## config.mk

```make
export PLATFORM = sky130hd
export DESIGN_NAME = perip_tick_gen
export DESIGN_NICKNAME = d
export VERILOG_FILES = /design/src/rtl/perip_tick_gen.sv
export SDC_FILE = /design/constraint.sdc
export NUM_CORES = 1
export LEC_CHECK = 0
export CAP_MARGIN = 20
export CORE_MARGIN = 2
export CORE_UTILIZATION = 30
export CTS_BUF_LIST = sky130_fd_sc_hd__clkbuf_8
export CTS_CLUSTER_DIAMETER = 30
export DETAILED_ROUTE_END_ITERATION = 6
export SYNTH_ARGS = -nofsm -noshare
export SYNTH_HDL_FRONTEND = slang
export SYNTH_SLANG_ARGS = --single-unit
export TNS_END_PERCENT = 10
```

## constraint.sdc

```tcl
create_clock -name PCLK -period 4.4 [get_ports PCLK]
set_clock_uncertainty 0.2 [all_clocks]
set_input_delay 0.88 -clock PCLK [delete_from_list [all_inputs] [get_ports PCLK]]
set_output_delay 0.88 -clock PCLK [all_outputs]
set_load 0.01 [all_outputs]
```

## src/rtl/perip_tick_gen.sv

```systemverilog
// Multi-channel clock-enable generator: per-channel programmable divider producing
// single-cycle enable pulses in continuous, one-shot or burst mode.
module perip_tick_gen #(
    parameter int NUM_CH = 4,
    parameter int DIV_W  = 16,
    parameter int CNT_W  = 8,
    parameter int CH_W   = (NUM_CH > 1) ? $clog2(NUM_CH) : 1
) (
    input  logic              PCLK,
    input  logic              PRESETn,
    input  logic              cfg_wr,
    input  logic [CH_W-1:0]   cfg_ch,
    input  logic [DIV_W-1:0]  cfg_div,
    input  logic [1:0]        cfg_mode,
    input  logic [CNT_W-1:0]  cfg_burst,
    input  logic [NUM_CH-1:0] start,
    input  logic [NUM_CH-1:0] stop,
    output logic [NUM_CH-1:0] clken,
    output logic [NUM_CH-1:0] active,
    output logic [NUM_CH-1:0] done
);

    localparam logic [1:0] MODE_OFF     = 2'd0;
    localparam logic [1:0] MODE_CONT    = 2'd1;
    localparam logic [1:0] MODE_ONESHOT = 2'd2;
    localparam logic [1:0] MODE_BURST   = 2'd3;

    typedef enum logic {S_IDLE = 1'b0, S_RUN = 1'b1} state_t;

    // A programmed burst length of zero stands for the full 2^CNT_W pulses.
    function automatic logic [CNT_W:0] burst_target(input logic [CNT_W-1:0] b);
        return (b == '0) ? {1'b1, {CNT_W{1'b0}}} : {1'b0, b};
    endfunction

    for (genvar g = 0; g < NUM_CH; g++) begin : g_ch
        state_t            state_q, state_d;
        logic [DIV_W-1:0]  sdiv_q, sdiv_d, adiv_q, adiv_d, cnt_q, cnt_d;
        logic [1:0]        smode_q, smode_d, amode_q, amode_d;
        logic [CNT_W-1:0]  sburst_q, sburst_d, aburst_q, aburst_d;
        logic [CNT_W:0]    pcnt_q, pcnt_d, pcnt_inc;
        logic              clken_q, clken_d, done_q, done_d;
        logic              cfg_hit;
        logic [DIV_W-1:0]  eff_div;
        logic [1:0]        eff_mode;
        logic [CNT_W-1:0]  eff_burst;

        // Same-edge write bypass: a start sees the value being written this edge.
        assign cfg_hit   = cfg_wr && (cfg_ch == CH_W'(g));
        assign eff_div   = cfg_hit ? cfg_div   : sdiv_q;
        assign eff_mode  = cfg_hit ? cfg_mode  : smode_q;
        assign eff_burst = cfg_hit ? cfg_burst : sburst_q;
        assign pcnt_inc  = pcnt_q + 1'b1;

        always_comb begin
            state_d  = state_q;
            sdiv_d   = eff_div;
            smode_d  = eff_mode;
            sburst_d = eff_burst;
            adiv_d   = adiv_q;
            amode_d  = amode_q;
            aburst_d = aburst_q;
            cnt_d    = cnt_q;
            pcnt_d   = pcnt_q;
            clken_d  = 1'b0;
            done_d   = 1'b0;
            unique case (state_q)
                S_IDLE: begin
                    if (start[g] && !stop[g] && (eff_mode != MODE_OFF)) begin
                        state_d  = S_RUN;
                        adiv_d   = eff_div;
                        amode_d  = eff_mode;
                        aburst_d = eff_burst;
                        cnt_d    = eff_div;
                        pcnt_d   = '0;
                    end
                end
                S_RUN: begin
                    if (stop[g]) begin
                        state_d = S_IDLE;
                    end else if (start[g]) begin
                        adiv_d   = eff_div;
                        amode_d  = eff_mode;
                        aburst_d = eff_burst;
                        cnt_d    = eff_div;
                        pcnt_d   = '0;
                        if (eff_mode == MODE_OFF) state_d = S_IDLE;
                    end else if (cnt_q == '0) begin
                        clken_d = 1'b1;
                        cnt_d   = adiv_q;
                        pcnt_d  = pcnt_inc;
                        case (amode_q)
                            // Continuous mode tracks divider writes from the next period.
                            MODE_CONT: begin
                                adiv_d = sdiv_q;
                                cnt_d  = sdiv_q;
                            end
                            MODE_ONESHOT: begin
                                done_d  = 1'b1;
                                state_d = S_IDLE;
                            end
                            MODE_BURST: begin
                                if (pcnt_inc == burst_target(aburst_q)) begin
                                    done_d  = 1'b1;
                                    state_d = S_IDLE;
                                end
                            end
                            default: begin
                                clken_d = 1'b0;
                                state_d = S_IDLE;
                            end
                        endcase
                    end else begin
                        cnt_d = cnt_q - 1'b1;
                    end
                end
                default: state_d = S_IDLE;
            endcase
        end

        always_ff @(posedge PCLK) begin
            if (!PRESETn) begin
                state_q  <= S_IDLE;
                sdiv_q   <= '0;
                smode_q  <= MODE_OFF;
                sburst_q <= '0;
                adiv_q   <= '0;
                amode_q  <= MODE_OFF;
                aburst_q <= '0;
                cnt_q    <= '0;
                pcnt_q   <= '0;
                clken_q  <= 1'b0;
                done_q   <= 1'b0;
            end else begin
                state_q  <= state_d;
                sdiv_q   <= sdiv_d;
                smode_q  <= smode_d;
                sburst_q <= sburst_d;
                adiv_q   <= adiv_d;
                amode_q  <= amode_d;
                aburst_q <= aburst_d;
                cnt_q    <= cnt_d;
                pcnt_q   <= pcnt_d;
                clken_q  <= clken_d;
                done_q   <= done_d;
            end
        end

        assign clken[g]  = clken_q;
        assign done[g]   = done_q;
        assign active[g] = (state_q == S_RUN);
    end

endmodule

```

Word-level counts from Yosys, hierarchy flattened:

Index checks and enable logic that the tools add are counted.

* logic and storage cells: 301
* flip-flop bits (word level): 320
* input port bits: 39

* add/sub/neg operators: 8
* reduce and logical (&&, ||, !) cells: 53
* equality and inequality tests: 35
* mux-type cells: 152
* bitwise gates (word level): 9

Operators by type and width (number)
* $mux W16: 36
* $pmux W16 S2: 8
* $mux W9: 20
* $mux W8: 16
* $pmux W9 S2: 4
* $logic_not A16 Y1: 4
* $pmux W8 S2: 4
* $sub A16 B1 Y16 const B: 4
* $add A9 B1 Y9 const B: 4
* $eq A9 B9 Y1: 4
* $logic_not A8 Y1: 4
* $mux W1: 32
* $mux W2: 16
* $ne A2 B2 Y1 const B: 12
* $pmux W1 S2: 12
* $reduce_and A3 Y1: 8
* $eq A2 B2 Y1 const B: 10
* $reduce_or A5 Y1: 4
* $pmux W2 S2: 4
* $logic_and A1 B1 Y1: 12
* $ne A3 B2 Y1 const B: 4
* $reduce_or A3 Y1: 4
* $eq A2 B1 Y1 const B: 5
* $logic_not A2 Y1: 5
* 4 further kinds: 21

Logic depth before layout (Yosys ltp):

Gate-level depths: netlist of the first run.

* depth after elaboration: 9
* gate-level depth with buffers: 10
* depth with buffers taken out: 8

Worst setup path after synthesis of the first run:

No wires, ideal clock.

* kind: input to register
* from: input cfg_ch[1]
* to: register g_ch[0].cnt_q[10]
* stages: 7
* path buffers: 1
* required time: 4.142 ns
* setup slack: 1.191 ns
* arrival: 2.951 ns
* cells stage by stage: or3b_1 -> buf_2 -> mux2i_1 -> a311o_1 -> or4_1 -> a2111oi_0 -> a21o_1

* word-level cells in the longest chain between the ends: 7

Ends and longest elaborated chain
* start: declaration: line 12 `input logic [CH_W-1:0] cfg_ch,`
* $logic_not A2 Y1 (*): line 48 `assign cfg_hit = cfg_wr && (cfg_ch == CH_W'(g));`
* $logic_and A1 B1 Y1 (*): line 48
* $mux W2: line 50 `assign eff_mode = cfg_hit ? cfg_mode : smode_q;`
* $reduce_bool A2 Y1: line 68 `if (start[g] && !stop[g] && (eff_mode != MODE_OFF)) begin`
* $logic_and A1 B1 Y1: line 68
* $ne A2 B2 Y1 (no line)
* $reduce_and A2 Y1 (no line)
* end signal: assignment: line 141 `cnt_q <= cnt_d;`
* end: declaration: line 37 `logic [DIV_W-1:0] sdiv_q, sdiv_d, adiv_q, adiv_d, cnt_q, cnt_d;`

Every way passes the cells marked *; elsewhere a longest branch is shown, timed or not. The select of a mux whose other input is x is not followed.
A chain may end at the register's enable or synchronous reset.

Worst setup path after layout of the first run:

* from: register g_ch[0].cnt_q[0]
* to: register g_ch[0].adiv_q[15]

* word-level cells in the longest chain between the ends: 3

Ends and longest elaborated chain
* $logic_not A16 Y1: line 87 `end else if (cnt_q == '0) begin`
* $ne A3 B2 Y1 (no line)
* $reduce_and A3 Y1 (no line)
* end signal: assignment: line 138 `adiv_q <= adiv_d;`
* end: declaration: line 37

Every way passes these cells.

==> impl_metrics.toml, run 1 <==
[timing]
hold_viol = 0
min_period_ns = 3.42
tightest_slew_ns = 0.985
max-slew-margin-rel_pct = 34.2
rsz0062_at_grt = "no"
drv_slew = 0
fin_tns_setup_ns = 0
fmax_mhz = 292
setup_violations = 0
period_share_pct = 77.8

[clock_tree]
clk_latency_ns = 0.63
cts_tree = "built"
clock-sinks = 320
clk_pin_slew_ns = 0.06
cts_root_buffer = "clkbuf_8"
numCtsBuffers = 80
ctsHoldBuffers = 0
cts_setup_buffers = 0
cts_buffer_depth = 3
cts_resized = 0
cts.htree.levels = 3

[synthesis]
post_synth_instance_area_um2 = 16300
syn_inst = 1997
synth_seq_area_share_pct = 39.3
ys_seq_elements = 320
synth_top_area_share_pct = 39.3
ys.flop_type = "dfxtp_1"
yosys-top-cells-area = "dfxtp_1 (39%), mux2i_1 (8.9%), nor2_1 (6.6%)"
async_flop_share_pct = 0
yosys.area.top_type = "dfxtp_1"
syn-num-nets = 2048
syn_avg_cell_area_um2 = 8.17
synth_xor_area_share_pct = 3.96
synth.distinct_cells = 84
synth-compound-area-share_pct = 19.8
synth_warnings = 0
synthAdderAreaFrac_pct = 0.920
synth_top_family_by_area = "simple AND/OR/NAND/NOR gates"
synth.area.mux_share_pct = 10.1
yosys.area_share.simple_pct = 21.5
synth-edff-count = 0

[drt]
first_pass_iters = 5
vias = 15222
drt_wl_total_mm = 50.4
vias_per_cell = 5.45
drc = 0
drt_iter0_drc = 1152
postRouteAntennaNets = 0
wl_per_cell_um = 18.0

[status]
outcome = "completed"

[global_routing]
grt_usage_pct = 17.7
antenna_found_initial = 0
grt_remaining_overflow = 0
grt_max_degree = 104
grt_pass1_vias = 14847
grt_pass1_wl_mm = 80.4

[layout]
nets = 2088
mostFrequentLayoutCells = "dfxtp_1 (320), nor2_1 (288), nand2_1 (160)"
n_fill_cell = 5546
regArea_um2 = 6410
stdcell_area_um2 = 19300
multi_input_area_um2 = 9190
final_common_cell = "dfxtp_1"
layout-drive-gt1-share_pct = 11.6
area_growth_syn_to_layout_pct = 18.3

[min_path]
min_path_cells = 2
holdCritStartpoint = "g_ch[0].adiv_q[6]$_SDFFE_PN0P_"
hp-class = "register to register"
holdPathEnd = "g_ch[0].adiv_q[6]$_SDFFE_PN0P_"

[floorplanning]
num_rows = 85
die_h_um = 237
die_w_um = 237
start_util_pct = 30.3
pin_count = 51
core_area_um2 = 53800
die_area_um2 = 56300

[worst_setup_path]
r2r_start = "g_ch[0].cnt_q[0]$_SDFFE_PN0P_"
path_max_fanout = 20
crit_type = "register to register"
reg2reg_depth = 9
critPathBufInv = 2
arrival_ns = 3.71
critPathCaptureType = "register"
max_stage_delay_ns = 0.69
crit_family = "simple AND/OR/NAND/NOR gates"
r2r_end = "g_ch[0].adiv_q[15]$_SDFFE_PN0P_"
reg2reg_slack_ns = 0.98
worstPathCellList = "inv_1, ha_1, or4b_1, or4_1, or3_1, a21oi_2, buf_4, mux2i_1, nor2_1"
cp.required_ns = 4.69
slowest_stage = "or3_1"
critPathLaunchType = "register"

[placement]
place_congestion = 0.869
io_buffers = 50
dp_hpwl_mm = 33.3
placed_area_um2 = 17500

[power_and_ir_drop]
worst_ir_drop_vdd_mv = 0.245
p_per_area_nw_per_um2 = 419
p_leak_nw = 7.54

[flow_run]
maxCapViolations = 0
-- how the worst max path moves through the flow --
| stage | startpoint | slack, ns | end | cells past startpoint |
|---|---|---|---|---|
| finish | g_ch[0].cnt_q[0]$_SDFFE_PN0P_ | 0.98 | g_ch[0].adiv_q[15]$_SDFFE_PN0P_ | 9 |
| floorplan | cfg_ch[1] | 1.19 | g_ch[0].cnt_q[10]$_SDFFE_PN0P_ | 7 |
| global placement | cfg_ch[0] | 0.40 | g_ch[0].cnt_q[10]$_SDFFE_PN0P_ | 7 |
| CTS | g_ch[0].cnt_q[0]$_SDFFE_PN0P_ | 1.03 | g_ch[0].adiv_q[15]$_SDFFE_PN0P_ | 9 |
| detailed placement | cfg_ch[0] | 0.41 | g_ch[0].cnt_q[10]$_SDFFE_PN0P_ | 7 |
| global route | g_ch[0].cnt_q[0]$_SDFFE_PN0P_ | 0.85 | g_ch[0].cnt_q[12]$_SDFFE_PN0P_ | 9 |
-- metrics by stage --
| step | hold WS [ns] | power [mW] | setup slack (ns) | util [%] | cells |
|---|---|---|---|---|---|
| 2_1_floorplan | 0.221 | 3.80 | 1.19 | - | 1997 |
| 3_3_place_gp | 0.236 | 4.11 | 0.401 | 32.5 | 2649 |
| 3_5_place_dp | 0.246 | 4.12 | 0.409 | 32.5 | 2650 |
| 4_1_cts | 0.253 | 8.14 | 1.03 | 35.9 | 2792 |
| 5_1_grt | 0.272 | 8.41 | 0.850 | 35.9 | 2793 |
| 6_report | 0.254 | 8.08 | 0.977 | 35.9 | 2794 |
-- logic make-up (layout without fill, tap and decap cells) --
family                   after synthesis  count (layout)
buffers and inverters                177             277
adder cells (fa/ha/maj)               12              12
AND/OR/NAND/NOR                      740             740
other                                  0               1
multiplexers                         162             162
AO/OA/AOI/OAI                        514             514
XOR/XNOR                              72              72
flip-flops                           320             320
-- cell type report --
| cell class | instances | share of cell area, % |
|---|---|---|
| clock buffer | 102 | 7.27 |
| timing repair buffer | 108 | 4.84 |
| antenna | 1 | 0.0130 |
| tap | 696 | 4.51 |
| clock inverter | 40 | 2.04 |
| sequential | 320 | 33.2 |
| inverter | 27 | 0.564 |
| multi-input combinational | 1500 | 47.6 |
-- cells in the mapped netlist, types with 4 or more instances --
library cell  instances
a21boi_0              5
a31o_2                4
buf_1                13
or3_1                23
buf_2                10
mux2i_1             145
ha_1                 12
a2bb2oi_1             4
o21ai_0             119
or4_1                 5
nor3b_1               7
nor4_1               25
nor2_1              288
a21o_1                8
and2_1               15
and3_1               17
nor2b_1              13
nand3_1              70
nand2b_1             15
dfxtp_1             320
clkbuf_1            110
buf_4                15
a41oi_1               5
o22ai_1              22
nor3_1               46
nand4_1               9
o21ai_1               9
xnor2_1              46
o31ai_1               7
a32oi_1              11
nand2_1             160
a221oi_1              4
xor2_1               25
mux2_2               17
o21a_1               13
nand4b_1              4
or2_2                 5
inv_1                26
a31oi_1              31
a21oi_1             148
a211oi_1             60
a22oi_1              18
nand3b_1             12
-- routing by layer --
layer	part of all wire (%)	track usage (%)	up-vias
met3	6.4	3.38	100
met2	45	28.4	498
met1	45	23.4	7356
met5	0	0	-
li1	-	-	7268
met4	3.2	6.73	0
-- sequential cells by signal, summed over array words and instances, names as in the netlist, 8 cells and up --
signal,cells
g_ch.pcnt_q,36
g_ch.smode_q,8
g_ch.adiv_q,64
g_ch.aburst_q,32
g_ch.amode_q,8
g_ch.sdiv_q,64
g_ch.sburst_q,32
g_ch.cnt_q,64
-- where the power goes --
group          internal, mW  switching, mW
registers              2.98         0.0653
logic                 0.360          0.674
clock network          2.50           1.50
-- worst register-to-register path, delay by kind of cell, from the launching register on --
family                     cells  cell delay [ns]
buffers and inverters          2             0.46
and+or+nand+nor                4             1.61
AOI/OAI and AO/OA              1             0.26
DFF                            1             0.35
muxes                          1             0.23
adders and majority gates      1             0.19
Note: power is estimated with default switching activity, not from simulation.
==> run 2, diff against run 1 <==
==> constraint.sdc (replaced) <==
create_clock -name PCLK -period 3.4 [get_ports PCLK]
set_clock_uncertainty 0.2 [all_clocks]
set_input_delay 0.68 -clock PCLK [delete_from_list [all_inputs] [get_ports PCLK]]
set_output_delay 0.68 -clock PCLK [all_outputs]
set_load 0.01 [all_outputs]
==> run 2 against run 1 <==
- sequential power up 30%
- sequential cell count unchanged
- setup slack lost 0.60 ns
- utilization increased by 1.4 points
- first-iteration DRC count grew 8.8%
- global-route usage grew 0.38 points
- critical path depth is 1 lower
- clock-buffer cell count shrank 3
==> impl_metrics.toml, run 2 (synthesized netlist as in run 1, its figures left out) <==
[global_routing]
grt_usage_pct = 18.1
grt_pass1_wl_mm = 81.8
antenna_found_initial = 0
grt_pass1_vias = 15006
grt_max_degree = 137
grt_remaining_overflow = 0

[worst_setup_path]
crit_family = "compound AO/OA/AOI/OAI gates"
critPathBufInv = 2
slowest_stage = "or4_1"
critPathLaunchType = "input pin"
cp.required_ns = 3.77
path_max_fanout = 4
max_stage_delay_ns = 0.53
crit_type = "input pin to register"
worstPathCellList = "clkdlybuf4s50_1, or3b_1, buf_4, mux2i_1, a311o_1, or4_1, a2111oi_0, a21o_1"
arrival_ns = 3.39
critPathCaptureType = "register"

[floorplanning]
core_area_um2 = 53800
num_rows = 85
die_w_um = 237
die_area_um2 = 56300
die_h_um = 237
pin_count = 51
start_util_pct = 30.3

[clock_tree]
numCtsBuffers = 85
cts.htree.levels = 3
cts_resized = 0
clk_pin_slew_ns = 0.05
cts_setup_buffers = 0
clock-sinks = 320
cts_root_buffer = "clkbuf_8"
cts_tree = "built"
ctsHoldBuffers = 0
cts_buffer_depth = 3
clk_latency_ns = 0.63

[power_and_ir_drop]
p_per_area_nw_per_um2 = 569
worst_ir_drop_vdd_mv = 0.290
p_leak_nw = 7.99

[layout]
n_fill_cell = 5406
reg_top3 = "g_ch.adiv_q (64), g_ch.cnt_q (64), g_ch.sdiv_q (64)"
antenna_cells = 0
area_growth_syn_to_layout_pct = 23.0
final_common_cell = "dfxtp_1"
final_cells = 2859
layout-drive-gt1-share_pct = 14.0
nets = 2145
mostFrequentLayoutCells = "dfxtp_1 (320), nor2_1 (288), nand2_1 (160)"

[status]
outcome = "completed"

[placement]
place_congestion = 0.854
dp_hpwl_mm = 34.7
io_buffers = 50
place_inst = 2702

[timing]
min_period_ns = 3.02
rsz0062_at_grt = "no"
max-slew-margin-rel_pct = 44.3
drv_slew = 0
tightest_slew_ns = 0.825
setup_violations = 0
fmax_mhz = 331
period_share_pct = 88.8
hold_viol = 0
fin_tns_setup_ns = 0

[drt]
drt_wl_total_mm = 51.6
vias = 15444
vias_per_cell = 5.40
drt_iter0_drc = 1253
first_pass_iters = 5
wl_per_cell_um = 18.1
postRouteAntennaNets = 0
drc = 0

[min_path]
hp-class = "register to register"

[flow_run]
maxCapViolations = 0
-- run 2: changes by cell type in the layout (fill, tap and decap cells not counted), moves of 3 or more --
cell	previous run	this run
buf_4	57	103
bufinv_16	7	18
buf_12	0	7
inv_1	34	41
clkbuf_8	102	99
clkinv_2	15	18
clkinvlp_4	8	5
-- run 2: where the power goes --
group | leakage, nW | switching [mW] | internal (mW) | total (mW)
sequential | 2.59 | 0.0843 | 3.86 | 3.95
clock | 1.12 | 2.03 | 4.03 | 6.05
combinational | 4.28 | 0.891 | 0.531 | 1.42
total | 7.99 | 3.00 | 8.42 | 11.4
-- run 2: worst paths after layout --
path	from	endpoint	slack (ns)	cells after the start
worst max-delay path	cfg_wr	g_ch[0].cnt_q[10]$_SDFFE_PN0P_	0.38	8
worst min-delay path	g_ch[2].adiv_q[9]$_SDFFE_PN0P_	g_ch[2].adiv_q[9]$_SDFFE_PN0P_	0.25	2
worst max register to register	g_ch[0].cnt_q[0]$_SDFFE_PN0P_	g_ch[0].cnt_q[15]$_SDFFE_PN0P_	0.45	9
worst min register to register	g_ch[2].adiv_q[9]$_SDFFE_PN0P_	g_ch[2].adiv_q[9]$_SDFFE_PN0P_	0.25	2
-- run 2: layout make-up --
class                      instances  area [um^2]  share of cell area (%)
multi-input combinational       1500         9190                    45.8
sequential                       320         6410                    31.9
timing repair buffer             160         1410                    7.02
clock buffer                      99         1360                    6.79
tap                              696          871                    4.34
clock inverter                    57          733                    3.65
inverter                          27          109                   0.542
-- run 2: per-stage QoR --
stage                     util, %  instance area, um^2  total power, mW  hold slack (ns)  setup slack, ns
after floorplan                 -                16300             4.91            0.221            0.391
after global placement       33.4                18000             5.40            0.233           -0.313
after detailed placement     33.4                18000             5.42            0.244           -0.214
after CTS                    37.3                20100             11.5            0.253            0.438
after global routing         37.3                20100             11.9            0.268            0.264
final                        37.3                20100             11.4            0.249            0.382
-- run 2: layer usage --
metal	wire, um	global-route usage [%]	up-vias
met5	0	0	-
met4	1630	7.07	0
met3	3300	3.34	102
met2	22700	28.1	472
met1	24000	24.7	7470
li1	-	-	7400
-- run 2: worst min-delay path: stages (launching register included) --
cell and delay, ns:
dfxtp_1 0.30, nand2_1 0.05, a21oi_1 0.05
==> run 3, diff against run 2 <==
--- a/config.mk
+++ b/config.mk
@@ -7,7 +7,7 @@
 export LEC_CHECK = 0
 export CAP_MARGIN = 20
 export CORE_MARGIN = 2
-export CORE_UTILIZATION = 30
+export CORE_UTILIZATION = 45
 export CTS_BUF_LIST = sky130_fd_sc_hd__clkbuf_8
 export CTS_CLUSTER_DIAMETER = 30
 export DETAILED_ROUTE_END_ITERATION = 6
==> run 3 against run 2 <==
- the flow now finishes with violations (DRC)
- via count down 2.1%
- sequential cell count unchanged
- combinational power about the same
- sequential power about the same
- fmax up 0.19%
- routed wire length down 3.5%
- worst hold slack better by 0.0049 ns
- design area down 3.1%
- setup slack better by 0.0057 ns
- clock-buffer cell count down 2
- non-clock buffer count down 10
- total power down 7.7%
- critical path type is now register to register
- largest power group unchanged
==> impl_metrics.toml, run 3 (synthesized netlist as in run 1, its figures left out) <==
[clock_tree]
cts_tree = "built"
clk_pin_slew_ns = 0.06
cts.htree.levels = 3
cts_root_buffer = "clkbuf_8"
cts_resized = 0
clock-sinks = 320
cts_setup_buffers = 0
numCtsBuffers = 76
clk_latency_ns = 0.61
ctsHoldBuffers = 0
cts_buffer_depth = 3

[floorplanning]
die_h_um = 194
pin_count = 51
start_util_pct = 45.8
die_area_um2 = 37800
die_w_um = 194
num_rows = 69
core_area_um2 = 35700

[timing]
worst_hold_slack_ns = 0.253
min_period_ns = 3.01
max-slew-margin-rel_pct = 37.1
fmax_mhz = 332
hold_viol = 0
tightest_slew_ns = 0.941
period_share_pct = 88.6
setup_violations = 0
drv_slew = 0
rsz0062_at_grt = "no"

[power_and_ir_drop]
p_per_area_nw_per_um2 = 542
total_power_mw = 10.5
worst_ir_drop_vdd_mv = 0.304
p_leak_nw = 7.79

[status]
violations = "DRC"
outcome = "complete, but fails checks"

[drt]
wl_per_cell_um = 19.2
drt_iter0_drc = 812
postRouteAntennaNets = 0
vias = 15115
first_pass_iters = 7
drt_wl_total_mm = 49.9
drc = 4
vias_per_cell = 5.82

[global_routing]
antenna_found_initial = 0
grt_pass1_vias = 14666
grt_pass1_wl_mm = 79.2
grt_remaining_overflow = 0
grt_max_degree = 164
grt_usage_pct = 26.1

[worst_setup_path]
path_max_fanout = 14
critPathLaunchType = "register"
worstPathCellList = "inv_1, ha_1, or4b_1, or4_1, nor3_2, buf_4, or4_1, buf_4, a21oi_1, o21bai_1"
crit_family = "simple AND/OR/NAND/NOR gates"
crit_type = "register to register"
arrival_ns = 3.29
cp.required_ns = 3.68
critPathBufInv = 3
slowest_stage = "or4_1"
critPathCaptureType = "register"
max_stage_delay_ns = 0.44

[layout]
final_cells = 2597
final_common_cell = "dfxtp_1"
mostFrequentLayoutCells = "dfxtp_1 (320), nor2_1 (288), nand2_1 (160)"
nets = 2126
layout-drive-gt1-share_pct = 13.2
reg_top3 = "g_ch.adiv_q (64), g_ch.cnt_q (64), g_ch.sdiv_q (64)"
antenna_cells = 0
n_fill_cell = 3417
area_growth_syn_to_layout_pct = 19.2

[min_path]
hp-class = "register to register"

[placement]
place_congestion = 0.881
dp_hpwl_mm = 33.1
place_inst = 2457
io_buffers = 50

[flow_run]
maxCapViolations = 0
run 3: cell types whose count changed in the layout (fill, tap and decap cells not counted), moves of 2 or more:
cell / before / now
buf_4: 103 / 88
bufinv_16: 18 / 9
inv_1: 41 / 36
buf_12: 7 / 11
clkinv_2: 18 / 15
clkbuf_8: 99 / 97
run 3: report_power, final:
part / switching, mW / internal, mW
clock network: 1.93 / 3.27
registers: 0.0836 / 3.86
logic: 0.886 / 0.523
run 3: layer usage:
layer	up-vias	track usage [%]	routed length (um)
li1	7352	-	-
met1	7242	33.9	22400
met2	425	43.5	23500
met3	96	4.20	2520
met4	0	9.91	1420
met5	-	0	0
run 3: worst paths after layout:
path / end / start / depth (start not counted) / slack [ns]
setup / recovery: g_ch[0].cnt_q[8]$_SDFFE_PN0P_ / g_ch[0].cnt_q[0]$_SDFFE_PN0P_ / 10 / 0.39
hold / removal: g_ch[0].adiv_q[1]$_SDFFE_PN0P_ / g_ch[0].adiv_q[1]$_SDFFE_PN0P_ / 2 / 0.25
setup reg to reg: g_ch[0].cnt_q[8]$_SDFFE_PN0P_ / g_ch[0].cnt_q[0]$_SDFFE_PN0P_ / 10 / 0.39
hold reg to reg: g_ch[0].adiv_q[1]$_SDFFE_PN0P_ / g_ch[0].adiv_q[1]$_SDFFE_PN0P_ / 2 / 0.25
run 3: per-stage QoR:
step	cell area, um^2	setup TNS, ns	utilization [%]	worst slack, ns
2_1_floorplan	16300	0	-	0.391
3_3_place_gp	17700	-0.273	49.5	-0.225
3_5_place_dp	17700	-0.523	49.5	-0.196
4_1_cts	19400	0	54.5	0.393
5_1_grt	19400	0	54.5	0.220
6_report	19400	0	54.5	0.387
run 3: cell type report:
type	count	area, um^2	share of cell area (%)
Clock inverter	42	447	2.30
Inverter	27	109	0.560
Tap cell	461	577	2.97
Multi-Input combinational cell	1500	9190	47.2
Sequential cell	320	6410	32.9
Clock buffer	97	1340	6.87
Timing Repair Buffer	150	1390	7.14
run 3: worst min-delay path, stage by stage, from the launching register on:
cell	delay (ns)
dfxtp_1	0.31
nand2_1	0.05
a21oi_1	0.05
